### src/rtl/fetch_pkg.sv
// Shared fetch-side types: state encoding, bubble instruction and the IF/ID record.
// The IF/ID record is meant to be reused unchanged by the decode stage.
package fetch_pkg;
  localparam int XLEN = 32;
  localparam logic [XLEN-1:0] NOP_INSTR = 32'h0000_0013;

  typedef enum logic [1:0] {
    BOOT   = 2'd0,
    RUN    = 2'd1,
    HALTED = 2'd2
  } fetch_state_e;

  typedef struct packed {
    logic [XLEN-1:0] pc;
    logic [XLEN-1:0] pc_plus4;
    logic [XLEN-1:0] instr;
    logic            valid;
  } if_id_t;
endpackage

### src/rtl/fetch_stage_if_id_reg.sv
// IF/ID pipeline register with load, hold and bubble controls.
// Bubble takes priority over load; with neither asserted the contents hold.
module if_id_reg
  import fetch_pkg::*;
#(
  parameter logic [31:0] BUBBLE_INSTR = fetch_pkg::NOP_INSTR
) (
  input  logic        clk,
  input  logic        rst,
  input  logic        load_i,
  input  logic        bubble_i,
  input  logic [31:0] pc_i,
  input  logic [31:0] pc_plus4_i,
  input  logic [31:0] instr_i,
  output logic [31:0] pc_o,
  output logic [31:0] pc_plus4_o,
  output logic [31:0] instr_o,
  output logic        valid_o
);

  if_id_t entry_q, entry_d;

  always_comb begin
    entry_d = entry_q;
    if (bubble_i) begin
      entry_d.pc       = '0;
      entry_d.pc_plus4 = '0;
      entry_d.instr    = BUBBLE_INSTR;
      entry_d.valid    = 1'b0;
    end else if (load_i) begin
      entry_d.pc       = pc_i;
      entry_d.pc_plus4 = pc_plus4_i;
      entry_d.instr    = instr_i;
      entry_d.valid    = 1'b1;
    end
  end

  always_ff @(posedge clk or posedge rst) begin
    if (rst) begin
      entry_q.pc       <= '0;
      entry_q.pc_plus4 <= '0;
      entry_q.instr    <= BUBBLE_INSTR;
      entry_q.valid    <= 1'b0;
    end else begin
      entry_q <= entry_d;
    end
  end

  assign pc_o       = entry_q.pc;
  assign pc_plus4_o = entry_q.pc_plus4;
  assign instr_o    = entry_q.instr;
  assign valid_o    = entry_q.valid;

endmodule

### src/rtl/fetch_stage.sv
// RV32I instruction-fetch stage: PC register, BOOT/RUN/HALTED FSM and IF/ID register.
// Optional FETCH_MISALIGN_CHK_EN halts on a redirect to a non word-aligned target.
module fetch_stage
  import fetch_pkg::*;
#(
  parameter logic [31:0] RESET_PC  = 32'h0000_0000,
  parameter logic [31:0] NOP_INSTR = fetch_pkg::NOP_INSTR
) (
  input  logic        clk,
  input  logic        rst,
  input  logic        stall,
  input  logic        redirect,
  input  logic [31:0] redirect_target,
  input  logic        halt_req,
  output logic [31:0] imem_addr,
  input  logic [31:0] imem_rdata,
  output logic [31:0] if_id_pc,
  output logic [31:0] if_id_pc_plus4,
  output logic [31:0] if_id_instr,
  output logic        if_id_valid,
  output logic        halted,
`ifdef FETCH_MISALIGN_CHK_EN
  output logic        fetch_misalign,
`endif
  output logic [31:0] fetch_count
);

  localparam logic [1:0] ST_BOOT   = BOOT;
  localparam logic [1:0] ST_RUN    = RUN;
  localparam logic [1:0] ST_HALTED = HALTED;

  logic [1:0]  state_q, state_d;
  logic [31:0] pc_q, pc_d;
  logic [31:0] count_q, count_d;
  logic [31:0] pc_plus4;
  logic        load, bubble;
`ifdef FETCH_MISALIGN_CHK_EN
  logic        misalign_q, misalign_d;
`endif

  assign pc_plus4 = pc_q + 32'd4;

  // Priority in RUN: halt_req > redirect > stall > normal fetch.
  always_comb begin
    state_d = state_q;
    pc_d    = pc_q;
    count_d = count_q;
    load    = 1'b0;
    bubble  = 1'b0;
`ifdef FETCH_MISALIGN_CHK_EN
    misalign_d = misalign_q;
`endif
    case (state_q)
      ST_BOOT: begin
        bubble  = 1'b1;
        state_d = ST_RUN;
      end
      ST_RUN: begin
        if (halt_req) begin
          bubble  = 1'b1;
          state_d = ST_HALTED;
        end else if (redirect) begin
          bubble = 1'b1;
`ifdef FETCH_MISALIGN_CHK_EN
          if (redirect_target[1:0] != 2'b00) begin
            misalign_d = 1'b1;
            state_d    = ST_HALTED;
          end else begin
            pc_d = redirect_target;
          end
`else
          pc_d = redirect_target;
`endif
        end else if (!stall) begin
          pc_d    = pc_plus4;
          load    = 1'b1;
          count_d = count_q + 32'd1;
        end
      end
      default: begin
        bubble = 1'b1;
      end
    endcase
  end

  always_ff @(posedge clk or posedge rst) begin
    if (rst) begin
      state_q <= ST_BOOT;
      pc_q    <= RESET_PC;
      count_q <= '0;
    end else begin
      state_q <= state_d;
      pc_q    <= pc_d;
      count_q <= count_d;
    end
  end

`ifdef FETCH_MISALIGN_CHK_EN
  always_ff @(posedge clk or posedge rst) begin
    if (rst) misalign_q <= 1'b0;
    else     misalign_q <= misalign_d;
  end

  assign fetch_misalign = misalign_q;
`endif

  if_id_reg #(
    .BUBBLE_INSTR(NOP_INSTR)
  ) u_if_id (
    .clk       (clk),
    .rst       (rst),
    .load_i    (load),
    .bubble_i  (bubble),
    .pc_i      (pc_q),
    .pc_plus4_i(pc_plus4),
    .instr_i   (imem_rdata),
    .pc_o      (if_id_pc),
    .pc_plus4_o(if_id_pc_plus4),
    .instr_o   (if_id_instr),
    .valid_o   (if_id_valid)
  );

  assign imem_addr   = pc_q;
  assign halted      = (state_q == ST_HALTED);
  assign fetch_count = count_q;

endmodule
### config.mk
export PLATFORM = sky130hd
export DESIGN_NAME = fetch_stage
export DESIGN_NICKNAME = d
export VERILOG_FILES = /design/src/rtl/fetch_pkg.sv /design/src/rtl/fetch_stage_if_id_reg.sv /design/src/rtl/fetch_stage.sv
export SDC_FILE = /design/constraint.sdc
export NUM_CORES = 1
export LEC_CHECK = 0
export BUFFER_PORTS_ARGS = -buffer_cell sky130_fd_sc_hd__buf_2
export CAP_MARGIN = 20
export CORE_MARGIN = 2
export CORE_UTILIZATION = 52
export DETAILED_ROUTE_END_ITERATION = 6
export PLACE_DENSITY = 0.8
export SYNTH_ARGS = -nofsm -noshare
export SYNTH_HDL_FRONTEND = slang
export SYNTH_SLANG_ARGS = --single-unit
### constraint.sdc
create_clock -name clk -period 5.85 [get_ports clk]
set_input_delay 0.585 -clock clk [delete_from_list [all_inputs] [get_ports clk]]
set_output_delay 0.585 -clock clk [all_outputs]
set_load 0.005 [all_outputs]
Word-level counts from Yosys, hierarchy flattened --
Cells that the tools add are included.
Operators by class: bitwise gates (word level) 3, add/sub/neg operators 2, reduce and logical (&&, ||, !) cells 6, muxes and demuxes 13, equality and inequality tests 4
Operators with widths (number):
- $mux W97 | 2
- $mux W32 | 2
- $add A32 B1 Y32 const B | 1
- $add A32 B3 Y32 const B | 1
- $mux W1 | 7
- $pmux W2 S2 | 1
- $reduce_and A4 Y1 | 1
- $reduce_bool A2 Y1 | 2
- $not A1 Y1 | 3
- $reduce_and A3 Y1 | 1
- $eq A2 B1 Y1 const B | 1
- $eq A2 B2 Y1 const B | 1
- $logic_not A2 Y1 | 1
- $mux W2 | 1
- $ne A2 B1 Y1 const B | 1
- $ne A2 B2 Y1 const B | 1
- $reduce_and A2 Y1 | 1
Storage, ports and cells: flip-flop bits (word level) 163, word-level logic and storage cells 35, bits of input ports 69

Depth between registers and ports, before layout --
depth after elaboration 6, gate-level depth with buffers 7, gate-level depth less buffers 6

Hierarchy --
A second synthesis with hierarchy kept.
Second synthesis, totals: cells, all modules 769, area total of the unflattened synthesis 7971.4 µm²
By module, submodules not included:
- fetch_stage | cells an instance 455, sequential area each 1651.6 µm², times used 1, area an instance 4043.9 µm²
- if_id_reg | cells an instance 314, sequential area each 2431.1 µm², times used 1, area an instance 3927.5 µm²

Least setup slack after synthesis --
OpenSTA, ideal clock, no wires.
kind input to register, start input port halt_req, end register count_q[22], in the netlist fetch_count[22], arrival time 2029 ps, stages on the path 6, data required time 5725 ps, slack 3696 ps, buffers on the path 1, setup time 125 ps, cells stage by stage or4b_4 > nor4_4 > and3_1 > buf_6 > nand4_4 > xnor2_2
On the way: longest elaborated chain between the ends 2
RTL lines:
- start, declared | line fetch_stage.sv:14 | input logic halt_req,
- $not A1 Y1 (no source line)
- $reduce_and A4 Y1 (no source line)
- end signal, assigned | line fetch_stage.sv:94 | count_q <= count_d;
- end, declared | line fetch_stage.sv:34 | logic [31:0] count_q, count_d;
No other way between the ends. A chain may end at the register's enable or synchronous reset.

Final worst setup path --
start register state_q[1], end register count_q[22], in the netlist fetch_count[22]
On the way: longest elaborated chain between the ends 2
RTL lines:
- start, declared | line fetch_stage.sv:32 | logic [1:0] state_q, state_d;
- start signal, assigned | line fetch_stage.sv:92 | state_q <= state_d;
- $eq A2 B1 Y1 | line fetch_stage.sv:53 | case (state_q)
- $reduce_and A4 Y1 (no source line)
No other way between the ends.

==> flow_summary.yaml <==
floorplan:
  die_area_um2: 15900
  die_w_um: 126
  io_pins: 231
  core-area_um2: 14500
  rows: 44
  dieHeight_um: 126
  initial_core_util_pct: 53.3
logic_synthesis:
  synth-main-ff-cell: "dfrtp_1"
  synth_commonest_cells: "dfrtp_1 (158), nor2_1 (98), mux2i_1 (66), nand2_1 (48), a21oi_1 (45)"
  synth_area_leader_cell: "dfrtp_1"
  synth_cells: 744
  synth_area_um2: 7740
  synth.lib_cells_used.distinct: 63
  yosysMostFrequentCell: "dfrtp_1"
  yosysSeqAreaShare_pct: 52.1
  synth_fp_nets: 815
  synth_edf_count: 0
  yosysTopAreaCellShare_pct: 51.1
  synthTopCellsByArea: "dfrtp_1 (51%), mux2i_1 (8.5%), nor2_1 (4.8%)"
  synthArstFlopShare_pct: 100
  avgSynthCellArea_um2: 10.4
  synth_seq_cells: 161
  yosys_warnings: 0
grt:
  grt_start_max_net_pins: 106
  grt_use_total_pct: 27.1
  grt_overflow: 0
  grt_pass1_wl_mm: 34.1
  antenna_found_initial: 0
  grt_pass1_vias: 6330
detailed_routing:
  firstDrtPassIters: 6
  drc: 0
  vias: 6646
  antenna_left: 0
  wl_mm: 21.3
  vias_per_cell: 5.83
  first_iter_violations: 620
  post_drt_wl_per_cell_um: 18.7
pwr:
  vdd_ir_drop_max_v: 0.000181
  seqPwrFrac_pct: 45.6
  pwr-share-clk_pct: 49.0
  power.switching_mw: 0.539
  p_per_area_nw_per_um2: 262
  p_sw_share_pct: 21.5
  power_leakage_nw: 4.89
  power.internal_mw: 1.97
  power_frac_comb_pct: 5.4
sta:
  finalHoldViolations: 0
  fin_crit_sh_pct: 46.1
  drv_slew: 0
  clock_skew_ns: 0.00775
  maxSlewHeadroom_pct: 28.2
  period_needed_ns: 2.70
  rsz0062_at_grt: "false"
  worst_pin_slew_ns: 1.07
  fmax_mhz: 371
  tns_ns: 0
  setup_viol: 0
critical_path:
  worst-setup-path-type: "reg -> reg"
  end_kind: "register"
  r2r_cells: 5
  crit_family: "simple AND/OR/NAND/NOR gates"
  required_ns: 6.15
  path_buf_inv: 0
  worst_path_largest_cell_delay_ns: 0.95
  crit_slowest_cell: "or4b_4"
  crit_cells: 5
  cp_max_fo: 75
  crit_chain: "or4b_4, nor4_4, and3_1, nand4_4, xnor2_2"
  startpoint_type: "register"
  cp.arrival_ns: 3.00
cells_and_area:
  areaGrowthSynthToFinish_pct: 23.6
  diodes: 0
  drive_gt1_share_pct: 31.0
  nets: 1014
  final_cells: 1140
clock_tree:
  cts_hold_buf: 0
  cts.htree.levels: 4
  tritoncts: "yes"
  cts_root_buf: "clkbuf_16"
  cts_buffer_depth: 2
  numCtsBuffers: 17
  clock_sinks: 161
  path_clk_slew_ns: 0.06
  cts-resized-gates: 0
  post_cts_buffers: 0
  clock_latency_ns: 0.42
worst_hold_path:
  hold_class: "in -> async"
place:
  portBuffers: 230
  place_congestion: 0.838
  dp.final_hpwl_mm: 14.3
  place_inst: 1108
status:
  status: "complete, no violations"
job:
  drv_cap: 0
[through the flow]
step                      hold WS (ns)  worst slack (ns)  power (mW)  util (%)  cell area [um2]
after detailed placement         0.468              2.75        1.30      61.3             8910
after CTS                        0.350              3.12        2.53      65.8             9570
after global routing             0.372              2.96        2.60      65.8             9570
final                            0.367              3.15        2.51      65.8             9570
after floorplan                  0.465             0.922        1.24         -             7740
after global placement           0.460              2.80        1.30      61.3             8910
[power by group through the flow]
stage,combinational (mW),sequential (mW),clock [mW]
after global routing,0.150,1.14,1.30
after global placement,0.135,1.16,0
after floorplan,0.0830,1.16,0
final,0.135,1.14,1.23
after CTS,0.137,1.14,1.25
after detailed placement,0.136,1.16,0
[sequential cells by signal, indices dropped and copies added, names as in the netlist]
| signal | count |
|---|---|
| u_if_id.pc_plus4_o | 32 |
| imem_addr | 32 |
| u_if_id.instr_o | 32 |
| state_q | 2 |
| u_if_id.pc_o | 30 |
| u_if_id.valid_o | 1 |
| fetch_count | 32 |
[worst reg2reg max path, stage by stage, from the launching register on]
cell,delay [ns]
dfrtp_1,0.43
or4b_4,0.95
nor4_4,0.49
and3_1,0.42
nand4_4,0.14
xnor2_2,0.15
[cell type report]
type / instances / area (um2)
Fill cell: 1159 / 4970
Sequential cell: 161 / 4030
Multi-Input combinational cell: 521 / 3430
Timing Repair Buffer: 235 / 1190
Clock buffer: 22 / 474
Tap cell: 184 / 230
Clock inverter: 10 / 180
Inverter: 7 / 31.3
[path summary, 6_finish.rpt]
path	start	end	slack (ns)
min in group clk	redirect_target[1]	imem_addr[1]	0.37
worst min register to register	u_if_id.valid_o	u_if_id.valid_o	0.47
worst max-delay path	state_q[1]	fetch_count[22]	3.15
worst min-delay path	rst	u_if_id.instr_o[24]	0.37
max in group asynchronous	rst	fetch_count[31]	4.17
worst max register to register	state_q[1]	fetch_count[22]	3.15
[cell usage in the layout (no fill, tap or decap), types with 12 or more instances in the layout]
| master | count |
|---|---|
| nand2_1 | 48 |
| clkbuf_16 | 17 |
| xnor2_1 | 30 |
| dfrtp_1 | 158 |
| o22ai_1 | 12 |
| xor2_1 | 27 |
| nand4_1 | 16 |
| o21ai_0 | 35 |
| mux2i_1 | 66 |
| nand3_1 | 26 |
| nor2_1 | 98 |
| a21oi_1 | 45 |
| and3_1 | 12 |
| buf_2 | 229 |
[logic make-up after synthesis]
| family | synth area share (%) |
|---|---|
| compound gates | 10.5 |
| xor+xnor | 6.66 |
| simple gates | 17.9 |
| flops | 52.1 |
| mux | 8.82 |
| buf+inv | 3.70 |
| fa+ha+maj | 0.323 |
[layer usage]
metal	vias up	track usage (%)	part of all wire [%]
met5	-	0	0
met4	0	7.11	1.4
met3	35	6.63	7.5
met2	310	44.1	50
met1	3267	36.8	42
li1	3034	-	-
(Power assumes the default switching activity.)
